--- config.mk ---
export PLATFORM = sky130hd
export DESIGN_NAME = sort_engine
export DESIGN_NICKNAME = d
export VERILOG_FILES = /design/src/rtl/sort_engine.sv
export SDC_FILE = /design/constraint.sdc
export NUM_CORES = 1
export LEC_CHECK = 0
export ABC_AREA = 1
export BUFFER_PORTS_ARGS = -buffer_cell sky130_fd_sc_hd__buf_4
export CORE_MARGIN = 1.5
export CORE_UTILIZATION = 60
export DETAILED_ROUTE_END_ITERATION = 8
export PLACE_DENSITY = 0.78
export SKIP_CTS_REPAIR_TIMING = 1
export SYNTH_ARGS = -nofsm -noshare
export SYNTH_HDL_FRONTEND = slang
export SYNTH_SLANG_ARGS = --single-unit
--- constraint.sdc ---
create_clock -name i_clk -period 10.3 [get_ports i_clk]
set_input_delay 2.06 -clock i_clk [delete_from_list [all_inputs] [get_ports i_clk]]
set_output_delay 2.06 -clock i_clk [all_outputs]
set_load 0.1 [all_outputs]
--- src/rtl/sort_engine.sv ---
// In-place bubble sort peripheral: values are loaded, sorted, then drained in order.
// Latency: one compare/swap per cycle while busy; a drained word is valid combinationally from the read pointer.
// Backpressure: none; strobes outside their phase are dropped and raise the sticky o_err flag.
module sort_engine #(
    parameter int WIDTH      = 8,
    parameter int DEPTH      = 10,
    parameter bit DESCENDING = 1'b0,
    localparam int CW        = $clog2(DEPTH + 1),
    localparam int AW        = $clog2(DEPTH)
) (
    input  logic             i_clk,
    input  logic             i_reset,      // asynchronous, active low
    input  logic             i_clear,
    input  logic             i_wr_strobe,
    input  logic [WIDTH-1:0] i_wr_data,
    input  logic             i_start,
    input  logic             i_rd_strobe,
    output logic [WIDTH-1:0] o_rd_data,
    output logic [CW-1:0]    o_count,
    output logic             o_busy,
    output logic             o_done,
    output logic             o_err
);

    typedef enum logic [1:0] {ST_LOAD, ST_SORT, ST_DRAIN} state_t;

    state_t           r_state;
    state_t           w_state_nxt;
    logic [WIDTH-1:0] r_mem [0:DEPTH-1];
    logic [CW-1:0]    r_count;
    logic [CW-1:0]    r_rd_ptr;
    logic [AW-1:0]    r_i;
    logic [CW-1:0]    r_limit;
    logic             r_swapped;
    logic             r_err;

    logic             w_wr_ok;
    logic [CW-1:0]    w_count_wr;
    logic [AW-1:0]    w_i1;
    logic [WIDTH-1:0] w_a;
    logic [WIDTH-1:0] w_b;
    logic             w_swap;
    logic             w_pass_end;
    logic             w_sort_exit;
    logic             w_last_pop;

    // A write in LOAD lands first, so a same-cycle start sorts the new word too.
    assign w_wr_ok    = i_wr_strobe && (r_count < CW'(DEPTH));
    assign w_count_wr = r_count + CW'(w_wr_ok);

    // Compare the adjacent pair at r_i; equal values never swap.
    assign w_i1   = r_i + AW'(1);
    assign w_a    = r_mem[r_i];
    assign w_b    = r_mem[w_i1];
    assign w_swap = DESCENDING ? (w_a < w_b) : (w_a > w_b);

    // A pass ends at the last pair below the shrinking limit; a swap-free pass
    // means the buffer is already ordered.
    assign w_pass_end  = (CW'(r_i) == (r_limit - CW'(1)));
    assign w_sort_exit = w_pass_end && (!(r_swapped || w_swap) || (r_limit == CW'(1)));

    // An empty drain (start with no data) also returns on the first pop.
    assign w_last_pop = (r_count == '0) || (r_rd_ptr == (r_count - CW'(1)));

    // State register.
    always_ff @(posedge i_clk or negedge i_reset) begin
        if (!i_reset) r_state <= ST_LOAD;
        else          r_state <= w_state_nxt;
    end

    // Next-state and output decode; clear overrides every transition.
    always_comb begin
        w_state_nxt = r_state;
        o_busy      = 1'b0;
        o_done      = 1'b0;
        o_rd_data   = '0;
        case (r_state)
            ST_LOAD: begin
                if (i_start) w_state_nxt = (w_count_wr >= CW'(2)) ? ST_SORT : ST_DRAIN;
            end
            ST_SORT: begin
                o_busy = 1'b1;
                if (w_sort_exit) w_state_nxt = ST_DRAIN;
            end
            ST_DRAIN: begin
                o_done    = 1'b1;
                o_rd_data = r_mem[r_rd_ptr[AW-1:0]];
                if (i_rd_strobe && w_last_pop) w_state_nxt = ST_LOAD;
            end
            default: w_state_nxt = ST_LOAD;
        endcase
        if (i_clear) w_state_nxt = ST_LOAD;
    end

    // Control counters, pass bookkeeping and the sticky error flag.
    always_ff @(posedge i_clk or negedge i_reset) begin
        if (!i_reset) begin
            r_count   <= '0;
            r_rd_ptr  <= '0;
            r_i       <= '0;
            r_limit   <= '0;
            r_swapped <= 1'b0;
            r_err     <= 1'b0;
        end else if (i_clear) begin
            r_count   <= '0;
            r_rd_ptr  <= '0;
            r_i       <= '0;
            r_limit   <= '0;
            r_swapped <= 1'b0;
            r_err     <= 1'b0;
        end else begin
            case (r_state)
                ST_LOAD: begin
                    r_count  <= w_count_wr;
                    r_rd_ptr <= '0;
                    if (i_wr_strobe && !w_wr_ok) r_err <= 1'b1;
                    if (i_start && (w_count_wr >= CW'(2))) begin
                        r_i       <= '0;
                        r_limit   <= w_count_wr - CW'(1);
                        r_swapped <= 1'b0;
                    end
                end
                ST_SORT: begin
                    if (i_wr_strobe || i_start || i_rd_strobe) r_err <= 1'b1;
                    if (w_pass_end) begin
                        if (!w_sort_exit) begin
                            r_limit   <= r_limit - CW'(1);
                            r_i       <= '0;
                            r_swapped <= 1'b0;
                        end
                    end else begin
                        r_i       <= w_i1;
                        r_swapped <= r_swapped | w_swap;
                    end
                end
                ST_DRAIN: begin
                    if (i_wr_strobe || i_start) r_err <= 1'b1;
                    if (i_rd_strobe) begin
                        if (w_last_pop) begin
                            r_count  <= '0;
                            r_rd_ptr <= '0;
                        end else begin
                            r_rd_ptr <= r_rd_ptr + CW'(1);
                        end
                    end
                end
                default: ;
            endcase
        end
    end

    // Buffer storage: loads in LOAD, in-place swaps in SORT; contents survive clear.
    always_ff @(posedge i_clk) begin
        if (!i_clear) begin
            if (r_state == ST_LOAD && w_wr_ok) begin
                r_mem[r_count[AW-1:0]] <= i_wr_data;
            end
            if (r_state == ST_SORT && w_swap) begin
                r_mem[r_i]  <= w_b;
                r_mem[w_i1] <= w_a;
            end
        end
    end

    assign o_count = r_count;
    assign o_err   = r_err;

endmodule

---- Yosys cells after proc, flatten, opt, wreduce, memory -nomap -nowiden ----
Memory sizes are Yosys's and may differ from the RTL's.
Index checks and enable logic that the tools add are counted.
W data, S select, Z words.
operators by class
  equality and inequality tests ........... 17
  $add $sub $neg .......................... 6
  magnitude comparators ................... 3
  bitwise operators ....................... 1
  reduce and logical (&&, ||, !) cells .... 26
  muxes and demuxes ....................... 46
operator list
  cell                   count
  $mux W4                15
  $ne A3 B3 Y1 const B   11
  $pmux W4 S2            4
  $mux W1                17
  $mux W8                2
  $sub A4 B1 Y4 const B  3
  $mux W2                5
  $reduce_and A3 Y1      3
  $add A4 B1 Y4 const B  2
  $eq A4 B4 Y1           2
  $gt A8 B8 Y1           1
  $reduce_and A4 Y1      2
  $reduce_or A8 Y1       1
  $logic_and A1 B1 Y1    7
  $pmux W2 S3            1
  $reduce_bool A3 Y1     2
  $logic_or A1 B1 Y1     5
  $add A4 B1 Y4          1
  $eq A4 B1 Y1 const B   1
  $ge A4 B2 Y1 const B   1
  $logic_not A4 Y1       1
  $lt A4 B4 Y1 const B   1
  $ne A4 B4 Y1 const B   1
  $reduce_bool A4 Y1     1
  8 further kinds        9
word-level totals
  bits in writable memories ............... 80
  bits in registers ....................... 20
  logic and storage cells ................. 107
  memories ................................ 1
  output and inout port bits .............. 15
  bits of input ports ..................... 14
memory list
  name   depth  bits a word  rd ports  clocked after Yosys merged registers in  wr ports  RTL line  text
  r_mem  10     8            3         0                                        2         29        logic [WIDTH-1:0] r_mem [0:DEPTH-1];

---- Longest topological paths before layout ----
An unclocked memory read counts as a cell.
  depth after elaboration ................. 11
  mapped depth ............................ 29
  depth with buffers taken out ............ 25

---- Worst setup path before layout ----
OpenSTA, ideal clock, no wires.
  kind .................................... register -> output
  start ................................... register r_state[0]
  end ..................................... output port o_rd_data[0]
  cell stages (with the launch flop) ...... 6
  setup slack ............................. 4.315 ns
  data required time ...................... 8.240 ns
  arrival time ............................ 3.925 ns
  path buffers ............................ 1
  path through ............................ dfrtp_1 > inv_1 > ha_1 > inv_1 > clkbuf_1 > a221oi_1
on the way
  cells in the longest elaborated chain, start to end .. 2
ends and longest elaborated chain
  what                    RTL line  text
  start, declared         27        state_t r_state;
  start signal, assigned  68        else r_state <= w_state_nxt;
  $eq A2 B2 Y1            77        case (r_state)
  $mux W8                 77
  end, declared           18        output logic [WIDTH-1:0] o_rd_data,
Every way passes these cells.

==> results by group <==
Worst setup path
  – Crit-path max FO: 91
  – Worst setup EP type: register
  – CP arrival: 6.47 ns
  – CP Launch Type: register
  – Path depth of the worst reg2reg path: 21
  – Buf/Inv on CP: 4
  – Slowest-stage cell, CP: ha_1
  – Top delay family on crit path: simple AND/OR/NAND/NOR gates
  – Worst r2r src: r_i[0]
  – Stages on worst setup path: 21
  – Critical Path Max Stage Delay: 0.97 ns
  – Reg2reg end: r_mem[7][1]
  – Critical path, cell by cell: buf_4, inv_4, ha_1, clkinv_1, a21oi_1, o21ai_0, nand2_1, nand2_1, nand2_1, a21oi_1, ha_1, nand2_1, nand2_1, nand2_1, nand2_1, nand2_1, nand2_2, nand3_2, nor3_2, inv_1, nand2_1
  – Cell mode on critical path: nand2_1
  – FF-to-FF setup slack: 3.87 ns
  – Critical path class: register to register
  – CP required: 10.33 ns

Floorplan
  – Die W: 118 um
  – I/O pins: 29
  – Initial core utilization: 0.619
  – Chip height: 118 um
  – Die area: 13800 sq um
  – Row Count: 41
  – Core Region: 12700 sq um

GRT
  – Largest net degree at the start of global routing: 92
  – Vias in the first global route: 6567
  – Initial antenna violation count: 0
  – Global Route Usage Sum: 0.367
  – First-pass GRT wire length: 38400 um
  – Grt ovf: 0

Logic synthesis
  – Mux cell area share after synthesis: 0
  – Synth cell count leaders: nand2_1, o21ai_0, inv_1
  – Main synth FF type: edfxtp_1
  – Yosys reg bits: 100
  – Synthesized net count: 1120
  – Ys async rst share: 0.200
  – Post-Synthesis Mean Instance Area: 7.28 sq um
  – Cell count after synthesis: 1081
  – Sequential area share after synthesis: 0.369
  – Synth area leaders: edfxtp_1, nand2_1, o21ai_0
  – Largest family of logic cells by synthesized area: simple AND/OR/NAND/NOR gates
  – Synth area leader: edfxtp_1
  – Simple-gate share of the synthesized area: 0.257
  – Synth top area share: 0.305
  – Post-synth EDFFs: 80
  – Netlist cell types: 43
  – Post-Synth XOR/XNOR Area: 0.0168
  – Syn. warnings: 0
  – Cell with the most instances after synthesis: nand2_1
  – Post-synthesis compound-gate area fraction: 0.213
  – Cell area after synthesis: 7870 sq um
  – Adder-cell area share of the yosys netlist: 0.0397

Route
  – 1st-pass router iterations: 5
  – Met2 wire len: 11500 um
  – Detailed Route WL: 25600 um
  – Initial DRC count: 1088
  – Top routing layer used: met4
  – Antenna Nets Post-Route: 0
  – Vias per cell: 6.31
  – WL met1: 9870 um
  – Drt drc: 0
  – WL/cell: 20.7 um
  – DR WL met3: 2980 um
  – Vias: 7777

Worst hold path
  – Min-Delay Endpoint: r_limit[3]
  – Hold_sp: r_limit[3]
  – Worst Hold Path Cells: 2
  – Min-Delay Path Class: register to register

Clock tree
  – CTS buffer count: 9
  – H-Tree Depth: 3
  – Clk_lat worst skew: 0.36 ns
  – Total clock sinks: 100
  – Clock slew at reported path FFs: 0.08 ns
  – Clock Tree Root: clkbuf_16
  – CTS tree: yes
  – Clk buf depth: 2

Outcome
  – Run status: finished, final reports clean

Timing
  – Final setup TNS: 0 ns
  – # setup viols final: 0
  – RSZ-0062 raised after global routing: false
  – Fin. Hold Viols: 0
  – Worst slew margin: 0.368
  – Final slew viol count: 0
  – Fin crit period: 6.43 ns
  – Slew of the pin with the lowest slew margin: 0.948 ns
  – Peak Freq: 155 MHz
  – Max Clock Skew: 0.00936 ns
  – Fin crit share: 0.624

Power
  – Leak: 3.37 nW
  – Total power: 2.04 mW
  – Maximum vdd drop: 0.216 mV
  – PD cells: 249 nW/um^2

Place
  – Dpl hpwl: 18600 um
  – Port bufs: 28
  – GP Congestion: 1.02

Cells and area
  – # nets final: 1094
  – Area Growth Syn to Fin: 4.12%
  – Diodes inserted: 0
  – Ratio of cells with drive above 1 in the final layout: 0.0925

Run
  – Max Cap Viol: 0
==> tightest hold or removal path, delay by kind of cell (launching register included) <==
| kind | cells | cell delay, ns |
|---|---|---|
| DFF | 1 | 0.35 |
| and+or+nand+nor | 2 | 0.10 |
==> report_power, final <==
| group | leakage, nW | internal (mW) | switching, mW | total, mW |
|---|---|---|---|---|
| clock | 0.143 | 0.169 | 0.166 | 0.336 |
| sequential | 0.988 | 0.503 | 0.0463 | 0.549 |
| combinational | 2.24 | 0.305 | 0.848 | 1.15 |
| total | 3.37 | 0.978 | 1.06 | 2.04 |
==> sequential cells by signal, indices dropped and copies added (netlist names) <==
signal	flops
r_swapped	1
o_err	1
r_i	4
r_mem	80
r_limit	4
r_state	2
r_rd_ptr	4
o_count	4
==> worst max-delay path by stage <==
stage	startpoint	slack, ns	end
floorplan	r_state[0]	4.32	o_rd_data[0]
global route	r_i[0]	3.37	r_mem[9][2]
global placement	r_i[0]	4.18	r_mem[9][6]
CTS	r_i[0]	4.06	r_mem[9][3]
detailed placement	r_i[0]	4.06	r_mem[8][2]
finish	r_i[0]	3.87	r_mem[7][1]
==> metrics by stage <==
step | hold slack [ns] | std cells | worst slack, ns | area, sq um | utilization
after CTS | 0.479 | 1232 | 4.06 | 8200 | 0.644
final | 0.481 | 1232 | 3.87 | 8200 | 0.644
after floorplan | 0.442 | 1081 | 4.32 | 7870 | -
after global routing | 0.509 | 1232 | 3.37 | 8200 | 0.644
after global placement | 0.459 | 1216 | 4.18 | 7910 | 0.622
after detailed placement | 0.460 | 1216 | 4.06 | 7910 | 0.622
==> per-layer routing <==
layer | GRT usage | up-vias
met2 | 0.575 | 522
met5 | 0 | -
met4 | 0.158 | 0
met1 | 0.492 | 3550
li1 | - | 3619
met3 | 0.0795 | 86
==> cells by family (layout without fill, tap and decap cells) <==
logic type | after synthesis | in the layout
fa+ha+maj | 25 | 25
simple gates | 452 | 452
buf+inv | 175 | 154
compound gates | 316 | 316
flops | 100 | 100
xor+xnor | 13 | 13
==> layout by cell type (no fill, tap or decap), types with 11 or more instances in the layout <==
master	n
a21oi_1	88
nor2_1	62
inv_1	92
buf_4	31
nand2_2	11
nand3_1	88
nand2_1	261
ha_1	25
o21ai_1	16
o21ai_0	176
edfxtp_1	80
dfrtp_1	19
==> final cells by class <==
type / count / area, sq um
fillers: 1149 / 4530
multi-input cells: 806 / 4150
flip-flops and latches: 100 / 2900
inverters: 107 / 412
repair buffers: 31 / 233
clock buffers: 9 / 225
well taps: 172 / 215
clock inverters: 7 / 60.1
(Power assumes the default switching activity.)
